[config.mk]
export PLATFORM = sky130hd
export DESIGN_NAME = wb_bus_env_flat
export DESIGN_NICKNAME = d
export VERILOG_FILES = /design/src/rtl/wb_env_pkg.sv /design/src/rtl/wb_bus_env_if.sv /design/src/rtl/wb_env_channel.sv /design/src/rtl/wb_bus_env.sv /design/src/flat_wrapper.sv
export SDC_FILE = /design/constraint.sdc
export NUM_CORES = 1
export LEC_CHECK = 0
export CAP_MARGIN = 0
export CORE_AREA = 4 4 192 194
export CTS_BUF_LIST = sky130_fd_sc_hd__clkbuf_16
export DETAILED_ROUTE_END_ITERATION = 6
export DIE_AREA = 0 0 196 198
export GPL_ROUTABILITY_DRIVEN = 1
export GPL_TIMING_DRIVEN = 0
export MAX_ROUTING_LAYER = met4
export RECOVER_POWER = 50
export SYNTH_ARGS = -nofsm -noshare
export SYNTH_HDL_FRONTEND = slang
export SYNTH_SLANG_ARGS = --single-unit
[constraint.sdc]
create_clock -name clock -period 10.35 [get_ports clock]
set_input_delay 1.035 -clock clock [delete_from_list [all_inputs] [get_ports clock]]
set_output_delay 1.035 -clock clock [all_outputs]
set_load 0.1 [all_outputs]
[src/rtl/wb_env_pkg.sv]
// Shared widths, FSM state encoding and the captured-request record used by
// the Wishbone responder/monitor environment.
package wb_env_pkg;

    localparam int WB_ADR_W = 30;
    localparam int WB_DAT_W = 32;
    localparam int WB_SEL_W = 4;

    typedef enum logic {
        ST_IDLE,
        ST_WAIT
    } wb_env_state_t;

    // Request fields a master must hold stable while it is being stalled.
    typedef struct packed {
        logic [WB_ADR_W-1:0] adr;
        logic [WB_SEL_W-1:0] sel;
        logic                we;
        logic [WB_DAT_W-1:0] dat_w;
    } wb_req_t;

    // True when the live request differs from the captured one; write data
    // only matters for writes.
    function automatic logic req_mismatch(input wb_req_t cap, input wb_req_t live);
        return (cap.adr != live.adr) || (cap.sel != live.sel) || (cap.we != live.we) ||
               (cap.we && (cap.dat_w != live.dat_w));
    endfunction

endpackage

[src/rtl/wb_bus_env_if.sv]
// Packed N-channel Wishbone classic bus; channel 0 is the LSB slice.
interface wb_bus_env_if
    import wb_env_pkg::*;
#(
    parameter int NCH = 2
) ();

    logic [NCH*WB_ADR_W-1:0] adr;
    logic [NCH*WB_DAT_W-1:0] dat_w;
    logic [NCH*WB_SEL_W-1:0] sel;
    logic [NCH-1:0]          cyc;
    logic [NCH-1:0]          stb;
    logic [NCH-1:0]          we;
    logic [NCH*WB_DAT_W-1:0] dat_r;
    logic [NCH-1:0]          ack;
    logic [NCH-1:0]          err;

    modport master (
        output adr, dat_w, sel, cyc, stb, we,
        input  dat_r, ack, err
    );

    modport slave (
        input  adr, dat_w, sel, cyc, stb, we,
        output dat_r, ack, err
    );

endinterface

[src/rtl/wb_env_channel.sv]
// One responder channel: termination logic with a bounded stall, request
// capture while stalled, and a sticky protocol-violation checker.
// Optional error terminations are enabled by defining WB_ENV_ERR_EN.
module wb_env_channel
    import wb_env_pkg::*;
#(
    parameter int MAX_WAIT = 7
) (
    input  logic                clock,
    input  logic                reset,
    input  wb_req_t             live,
    input  logic                cyc,
    input  logic                stb,
    input  logic                rand_ack,
    input  logic                rand_err,
    input  logic [WB_DAT_W-1:0] rand_dat,
    output logic                ack,
    output logic                err,
    output logic [WB_DAT_W-1:0] dat_r,
    output logic                violation
);

    localparam int CNT_W = (MAX_WAIT > 0) ? $clog2(MAX_WAIT + 1) : 1;
    localparam logic [CNT_W-1:0] CNT_MAX = CNT_W'(MAX_WAIT);

    wb_env_state_t    state;
    logic [CNT_W-1:0] wait_cnt;
    wb_req_t          cap;
    logic             req;
    logic             forced;
    logic             term;
    logic             rand_err_q;

`ifdef WB_ENV_ERR_EN
    assign rand_err_q = rand_err;
`else
    logic unused_rand_err;
    assign unused_rand_err = rand_err;
    assign rand_err_q      = 1'b0;
`endif

    assign req    = cyc & stb;
    assign forced = (wait_cnt == CNT_MAX);
    assign dat_r  = rand_dat;

    // Terminate a request on a free ack/err or once the stall budget is spent.
    always_comb begin
        // NOTE: every output gets a default first so no path leaves it unassigned (no latch).
        term = 1'b0;
        ack  = 1'b0;
        err  = 1'b0;
        if (req) begin
            term = rand_ack | rand_err_q | forced;
            err  = term & rand_err_q;
            ack  = term & ~rand_err_q;
        end
    end

    // Stall FSM, wait counter and sticky violation flag.
    always_ff @(posedge clock) begin
        if (reset) begin
            // NOTE: state is updated with <= so every flop samples the pre-edge values.
            state     <= ST_IDLE;
            wait_cnt  <= '0;
            violation <= 1'b0;
        end else begin
            wait_cnt <= (req && !term) ? wait_cnt + CNT_W'(1) : '0;
            case (state)
                ST_IDLE: if (req && !term) state <= ST_WAIT;
                ST_WAIT: begin
                    if (!req || req_mismatch(cap, live)) violation <= 1'b1;
                    if (term || !req) state <= ST_IDLE;
                end
                default: state <= ST_IDLE;
            endcase
        end
    end

    // Capture the request that is about to stall.
    always_ff @(posedge clock) begin
        // NOTE: the capture register has no reset; it is only read in WAIT, which is entered by loading it.
        if (state == ST_IDLE && req && !term) cap <= live;
    end

endmodule

[src/rtl/wb_bus_env.sv]
// N-channel Wishbone classic responder/monitor: per-channel responders plus
// packed rvfi_bus-style monitor vectors.
// Error terminations are enabled by defining WB_ENV_ERR_EN.
module wb_bus_env
    import wb_env_pkg::*;
#(
    parameter int             NCH       = 2,
    parameter int             MAX_WAIT  = 7,
    parameter logic [NCH-1:0] INSN_MASK = NCH'(2'b10)
) (
    input  logic                    clock,
    input  logic                    reset,
    wb_bus_env_if.slave             wb,
    input  logic [NCH-1:0]          rand_ack,
    input  logic [NCH-1:0]          rand_err,
    input  logic [NCH*WB_DAT_W-1:0] rand_dat,
    output logic [NCH-1:0]          mon_valid,
    output logic [NCH-1:0]          mon_insn,
    output logic [NCH-1:0]          mon_data,
    output logic [NCH-1:0]          mon_fault,
    output logic [NCH*32-1:0]       mon_addr,
    output logic [NCH*WB_SEL_W-1:0] mon_rmask,
    output logic [NCH*WB_SEL_W-1:0] mon_wmask,
    output logic [NCH*WB_DAT_W-1:0] mon_rdata,
    output logic [NCH*WB_DAT_W-1:0] mon_wdata,
    output logic [NCH-1:0]          violation
);

    logic [NCH-1:0]          ack_v;
    logic [NCH-1:0]          err_v;
    logic [NCH*WB_DAT_W-1:0] dat_r_v;

    assign wb.ack    = ack_v;
    assign wb.err    = err_v;
    assign wb.dat_r  = dat_r_v;
    assign mon_valid = wb.cyc & wb.stb;
    assign mon_insn  = INSN_MASK;
    assign mon_data  = ~INSN_MASK;
    assign mon_fault = err_v;
    assign mon_rdata = dat_r_v;
    assign mon_wdata = wb.dat_w;

    for (genvar i = 0; i < NCH; i++) begin : g_ch
        wb_req_t live;

        assign live.adr   = wb.adr[i*WB_ADR_W +: WB_ADR_W];
        assign live.sel   = wb.sel[i*WB_SEL_W +: WB_SEL_W];
        assign live.we    = wb.we[i];
        assign live.dat_w = wb.dat_w[i*WB_DAT_W +: WB_DAT_W];

        assign mon_addr[i*32 +: 32]             = {live.adr, 2'b00};
        assign mon_rmask[i*WB_SEL_W +: WB_SEL_W] = live.sel & {WB_SEL_W{~live.we}};
        assign mon_wmask[i*WB_SEL_W +: WB_SEL_W] = live.sel & {WB_SEL_W{live.we}};

        wb_env_channel #(
            .MAX_WAIT(MAX_WAIT)
        ) u_channel (
            .clock    (clock),
            .reset    (reset),
            .live     (live),
            .cyc      (wb.cyc[i]),
            .stb      (wb.stb[i]),
            .rand_ack (rand_ack[i]),
            .rand_err (rand_err[i]),
            .rand_dat (rand_dat[i*WB_DAT_W +: WB_DAT_W]),
            .ack      (ack_v[i]),
            .err      (err_v[i]),
            .dat_r    (dat_r_v[i*WB_DAT_W +: WB_DAT_W]),
            .violation(violation[i])
        );
    end

endmodule
[src/flat_wrapper.sv]
// flat-port wrapper written by rule: the top's interface ports become plain ports
module wb_bus_env_flat import wb_env_pkg::*;
#(
    parameter int             NCH       = 2,
    parameter int             MAX_WAIT  = 7,
    parameter logic [NCH-1:0] INSN_MASK = NCH'(2'b10)
)
  (clock, reset, rand_ack, rand_err, rand_dat, mon_valid, mon_insn, mon_data, mon_fault, mon_addr, mon_rmask, mon_wmask, mon_rdata, mon_wdata, violation, wb_adr, wb_dat_w, wb_sel, wb_cyc, wb_stb, wb_we, wb_dat_r, wb_ack, wb_err);
  wb_bus_env_if #(.NCH(NCH)) wb_i ();
  input  logic clock;
  input  logic reset;
  input  logic [NCH-1:0] rand_ack;
  input  logic [NCH-1:0] rand_err;
  input  logic [NCH*WB_DAT_W-1:0] rand_dat;
  output logic [NCH-1:0] mon_valid;
  output logic [NCH-1:0] mon_insn;
  output logic [NCH-1:0] mon_data;
  output logic [NCH-1:0] mon_fault;
  output logic [NCH*32-1:0] mon_addr;
  output logic [NCH*WB_SEL_W-1:0] mon_rmask;
  output logic [NCH*WB_SEL_W-1:0] mon_wmask;
  output logic [NCH*WB_DAT_W-1:0] mon_rdata;
  output logic [NCH*WB_DAT_W-1:0] mon_wdata;
  output logic [NCH-1:0] violation;
  input wire logic [$bits(wb_i.adr)-1:0] wb_adr;
  input wire logic [$bits(wb_i.dat_w)-1:0] wb_dat_w;
  input wire logic [$bits(wb_i.sel)-1:0] wb_sel;
  input wire logic [$bits(wb_i.cyc)-1:0] wb_cyc;
  input wire logic [$bits(wb_i.stb)-1:0] wb_stb;
  input wire logic [$bits(wb_i.we)-1:0] wb_we;
  output wire logic [$bits(wb_i.dat_r)-1:0] wb_dat_r;
  output wire logic [$bits(wb_i.ack)-1:0] wb_ack;
  output wire logic [$bits(wb_i.err)-1:0] wb_err;
  assign wb_i.adr = wb_adr;
  assign wb_i.dat_w = wb_dat_w;
  assign wb_i.sel = wb_sel;
  assign wb_i.cyc = wb_cyc;
  assign wb_i.stb = wb_stb;
  assign wb_i.we = wb_we;
  assign wb_dat_r = wb_i.dat_r;
  assign wb_ack = wb_i.ack;
  assign wb_err = wb_i.err;
  wb_bus_env #(.NCH(NCH), .MAX_WAIT(MAX_WAIT), .INSN_MASK(INSN_MASK)) u_core (.clock(clock), .reset(reset), .wb(wb_i), .rand_ack(rand_ack), .rand_err(rand_err), .rand_dat(rand_dat), .mon_valid(mon_valid), .mon_insn(mon_insn), .mon_data(mon_data), .mon_fault(mon_fault), .mon_addr(mon_addr), .mon_rmask(mon_rmask), .mon_wmask(mon_wmask), .mon_rdata(mon_rdata), .mon_wdata(mon_wdata), .violation(violation));
endmodule
# ---- Word-level counts from Yosys, hierarchy flattened
# Index checks and enable logic that the tools add are counted.
dict set report classes {
  magnitude_cmp 0
  n_mul 0
  bitwise_logic 15
  n_div 0
  n_mux 8
  eq_ne 10
  n_reduce_logical 26
  addsub 2
  n_shift 0
}
# operator n
set op_table {}
lappend op_table {{32-bit != test} 2}
lappend op_table {{30-bit != test} 2}
lappend op_table {{4-bit bitwise AND} 4}
lappend op_table {{1-bit logical OR} 10}
lappend op_table {{1-bit logical AND} 8}
lappend op_table {{4-bit != test} 2}
lappend op_table {{3-bit by 1-bit adder with 3-bit output (second input constant)} 2}
lappend op_table {{3-bit == test (second input constant)} 2}
lappend op_table {{1-bit 2-to-1 mux} 6}
lappend op_table {{1-bit inverter} 6}
lappend op_table {{1-bit zero test} 4}
lappend op_table {{1-bit case mux with 2 select lines} 2}
lappend op_table {{2-bit AND reduction} 2}
lappend op_table {{2-bit OR reduction} 2}
lappend op_table {{1-bit bitwise AND} 2}
lappend op_table {{2-bit bitwise AND} 1}
lappend op_table {{1-bit != test} 2}
lappend op_table {{1-bit bitwise OR} 2}
dict set report totals {
  ramBits 0
  output_inout_bits 286
  inputBits 208
  memories 0
  romBits 0
  wordCells 75
  latchBits 0
  ff_bits 144
}

# ---- Longest topological paths before layout
dict set report logic_depth {
  depth_word 7
  mapped_depth 5
  mapped_depth_nobuf 5
}

# ---- Modules after synthesis
# Synthesis repeated with hierarchy kept, for this count alone.
dict set report hier_totals {
  cells_unflattened 638
  hier_area_um2 7957.6
}
# mod cells_each seq_area_each_um2 area_per_inst_um2 n_inst
set by_module_without_submodules {}
lappend by_module_without_submodules {wb_env_channel 210 2112.0 3175.5 2}
lappend by_module_without_submodules {wb_bus_env 218 0.0 1606.5 1}

# ---- Least setup slack after synthesis
# Ideal clock, no wire load.
dict set report synth_timing {
  kind {input -> register}
  start {input wb_cyc[0]}
  end {register u_core.g_ch[0].u_channel.cap[0] (netlist name) (enable)}
  setup_time_ps 657
  path_buffers 0
  arrival_time_ps 7492
  setup_slack_ps 2200
  path_stages 2
  t_required_ps 9693
  path_cell_list {nand2_1 > nor4_1}
}
dict set report synth_between {
  elab_chain_cells 4
  word_cells_on_any_way 5
  cone_classes {mux: 1; bitwise: 1; reduce/logical: 3}
}
# element line_no
set synth_lines {}
lappend synth_lines {{start: declaration} flat_wrapper.sv:28} ;# input wire logic [$bits(wb_i.cyc)-1:0] wb_cyc;
lappend synth_lines {{1-bit bitwise AND (*)} wb_env_channel.sv:42} ;# assign req = cyc & stb;
lappend synth_lines {{1-bit 2-to-1 mux} wb_env_channel.sv:52} ;# if (req) begin
lappend synth_lines {{1-bit zero test} wb_env_channel.sv:82} ;# if (state == ST_IDLE && req && !term) cap <= live;
lappend synth_lines {{1-bit logical AND (*)} wb_env_channel.sv:82}
lappend synth_lines {{end signal: assignment} wb_env_channel.sv:82}
lappend synth_lines {{end: declaration} wb_env_channel.sv:28} ;# wb_req_t cap;
# Every way passes the cells marked *; elsewhere a longest branch is shown, timed or not.
# A chain may end at the register's enable or synchronous reset.

# ---- Worst setup path in the final report
dict set report layout_timing {
  start {input wb_stb[0]}
  end {register u_core.g_ch[0].u_channel.cap[30] (netlist name) (enable)}
}
dict set report layout_between {
  elab_chain_cells 4
  word_cells_on_any_way 5
  cone_classes {mux: 1; bitwise: 1; reduce/logical: 3}
}
# element line_no
set layout_lines {}
lappend layout_lines {{start: declaration} flat_wrapper.sv:29} ;# input wire logic [$bits(wb_i.stb)-1:0] wb_stb;
lappend layout_lines {{1-bit bitwise AND (*)} wb_env_channel.sv:42}
lappend layout_lines {{1-bit 2-to-1 mux} wb_env_channel.sv:52}
lappend layout_lines {{1-bit zero test} wb_env_channel.sv:82}
lappend layout_lines {{1-bit logical AND (*)} wb_env_channel.sv:82}
# Marked as above.

==> run summary <==
status: complete, no violations
Initial Util: 22.7%
Chip Height: 198 µm
Clock Path Buffers: 2
Die Wd: 196 µm
sequential share of power: 32.8%
final worst path period need: 5.09 ns
vias in the first global route: 6078
switching share of power: 39.3%
mean post-synth cell area: 12.5 µm²
CTS Buf Count: 17
Worst-Skew Late Latency: 0.41 ns
final hold vios: 0
leakage: 0.00525 µW
Post-Synthesis Cells: 642
Max Cap Viol: 0
crit-path cells: dlygate4sd3_1 > nand2_1 > nor4_1 > clkbuf_1 > clkbuf_1 > clkbuf_1 > clkbuf_1 > clkbuf_1 > buf_4 > buf_6 > buf_4
NetSw: 791 µW
FF-to-FF setup slack: 5.86 ns
WL final: 25.6 mm
reg-to-reg endpoint: u_core.g_ch[0].u_channel.cap[30]$_DFFE_PP_
normalized max-slew margin: 24.3%
HP Start: u_core.g_ch[0].u_channel.wait_cnt[0]$_SDFF_PP0_
Worst Tran Pin Value: 1.13 ns
CTS root buf: clkbuf_16
fin crit share: 49.2%
CTS Sinks: 144
first-pass GRT wire length: 36.4 mm
Logic pwr share: 36.8%
post-layout util: 38.1%
total number of vias: 5852
crit path kind: in2reg
RSZ-0062 raised after global routing: false
VDD IR max: 0.0941 mV
total track usage: 12.8%
Die ar.: 38800 µm²
Int Power: 1220 µW
Post-CTS Setup Bufs: 0
delay-heaviest family, CP: buffers and inverters
FP Rows: 69
Clock power frac: 30.4%
Fin Clk Skew: 0.00741 ns
Synth cell types: 20
Area Growth Syn to Fin: 67.7%
Seq/Total Area, Yosys: 52.7%
Data arrival, critical path: 5.22 ns
Critical Path End Type: flop
worst r2r src: u_core.g_ch[0].u_channel.wait_cnt[0]$_SDFF_PP0_
Startpoint Class: primary input
IO buf count: 415
pwr dens: 150 nW/µm²
H-tree Lvls: 4
DR iter-0 viols: 131
Detail Route Antenna Nets: 0
largest net degree at the start of global routing: 17
commonest cells after routing, fill and taps aside: 274 x buf_4, 243 x clkdlybuf4s50_1, 172 x dlygate4sd3_1, 134 x edfxtp_1, 70 x xor2_1
Buf/Inv on CP: 9
HP Class: reg2reg
leading cell type in the layout, fill and taps excluded: buf_4
Synth Register Bits: 144
io pins: 494
Final Wtd Congestion: 0.844
Reg clk slew, reported paths: 0.06 ns
CP dominant cell by count: clkbuf_1
Highest Clock Rate: 0.196 GHz
CP required: 10.48 ns
hold depth: 1
Remaining Overflow, GRT: 0
layout cells sized above 1: 27.3%
Final #Nets: 1316
Hold WS: 0.429 ns
# DRC: 0
core footprint: 35200 µm²
Yosys warning total: 0
number of gates resized after cts: 0
Pre-antenna DRT Iters: 4
antenna violations before repair: 2
post-DP HPWL: 22.1 mm
hold-fix buffers at CTS: 0
Crit Path Max Fanout: 9
diode count: 0
CTS tree: done
netlist area before placement: 8010 µm²
Setup Viol. Count Final: 0
Reg2Reg Depth: 11
drt via density: 3.71
Pins Over Slew Limit: 0
WL per Instance: 16.2 µm
Fill cells: 3519
Hold EP: u_core.g_ch[0].u_channel.wait_cnt[0]$_SDFF_PP0_
Worst path slowest cell: nor4_1
Crit path largest cell delay: 0.67 ns
[flip-flops by register name, indices dropped and copies added (netlist names)]
register,flops
u_core.g_ch.u_channel.cap,134
u_core.g_ch.u_channel.wait_cnt,6
u_core.g_ch.u_channel.state,2
u_core.g_ch.u_channel.violation,2
[routing by layer]
layer	track usage, %	share of wire, %
met1	13.3	37
met2	23.7	54
met3	3.32	7.4
met4	3.93	2.0
met5	-	0
[synth_stat cells]
| cell type | instances | area share, % |
|---|---|---|
| ha_1 | 4 | 0.62 |
| nand4_1 | 18 | 1.4 |
| buf_4 | 270 | 25 |
| nand3_1 | 4 | 0.25 |
| nor2b_1 | 10 | 0.78 |
| a211oi_1 | 2 | 0.19 |
| edfxtp_1 | 134 | 50 |
| nand2_4 | 1 | 0.14 |
| nor3_1 | 8 | 0.50 |
| dfxtp_1 | 10 | 2.5 |
| nor2_1 | 8 | 0.37 |
| conb_1 | 2 | 0.094 |
| nand2_1 | 1 | 0.047 |
| inv_1 | 2 | 0.094 |
| xor2_1 | 70 | 7.7 |
| a31o_1 | 2 | 0.22 |
| nor4_1 | 20 | 1.6 |
| and2_1 | 12 | 0.94 |
| nor4_2 | 2 | 0.31 |
| xnor2_1 | 62 | 6.8 |
[area by class of cell]
class	count	area, µm²	area share (%)
buffer	270	2030	15.1
clock buffer	17	425	3.17
clock inverter	15	158	1.17
inverter	2	7.51	0.0559
multi-input combinational	236	1770	13.2
sequential	144	4220	31.4
tap	461	577	4.29
timing repair buffer	433	4240	31.6
[how the worst max path moves through the flow]
stage               from                                    endpoint  slack (ns)  cells past startpoint
6_report       wb_stb[0]  u_core.g_ch[0].u_channel.cap[30]$_DFFE_PP_        5.26                     11
5_1_grt        wb_stb[0]  u_core.g_ch[0].u_channel.cap[30]$_DFFE_PP_        4.91                     11
4_1_cts        wb_stb[0]                                   wb_ack[0]        5.95                      5
3_5_place_dp   wb_stb[0]                                   wb_ack[0]        5.96                      5
3_3_place_gp   wb_stb[0]   u_core.g_ch[0].u_channel.cap[0]$_DFFE_PP_       -1.72                      3
2_1_floorplan  wb_cyc[0]   u_core.g_ch[0].u_channel.cap[0]$_DFFE_PP_        2.20                      2
[cell families after synthesis]
kind of cell / Yosys count / share of synthesized area [%]
compound gates: 4 / 0.406
xor+xnor: 132 / 14.4
fa+ha+maj: 4 / 0.625
buf+inv: 272 / 25.4
flops: 144 / 52.7
other cells: 2 / 0.0938
simple gates: 84 / 6.31
[worst register-to-register path: cells and delay by family (launching register included)]
family | cells | cell delay (ns)
adder cells (fa/ha/maj) | 2 | 0.39
buffers and inverters | 8 | 2.74
flip-flops | 1 | 0.32
AND/OR/NAND/NOR | 1 | 0.74
[stage by stage]
step           TNS (ns)  setup slack (ns)  power [µW]  cells  instance area, µm²
3_3_place_gp    -187.71             -1.72        1430   1528               12800
3_5_place_dp          0              5.96        1440   1546               12900
6_report              0              5.26        2020   1578               13400
4_1_cts               0              5.95        2060   1578               13500
5_1_grt               0              4.91        2090   1578               13400
2_1_floorplan         0              2.20        1230    652                8050
[power by group through the flow]
stage,Sequential [µW],Combinational (µW),Clock (µW)
floorplan,677,557,0
global route,663,765,662
detailed placement,674,763,0
CTS,661,764,635
finish,661,741,612
global placement,679,756,0
(Power assumes the default switching activity.)
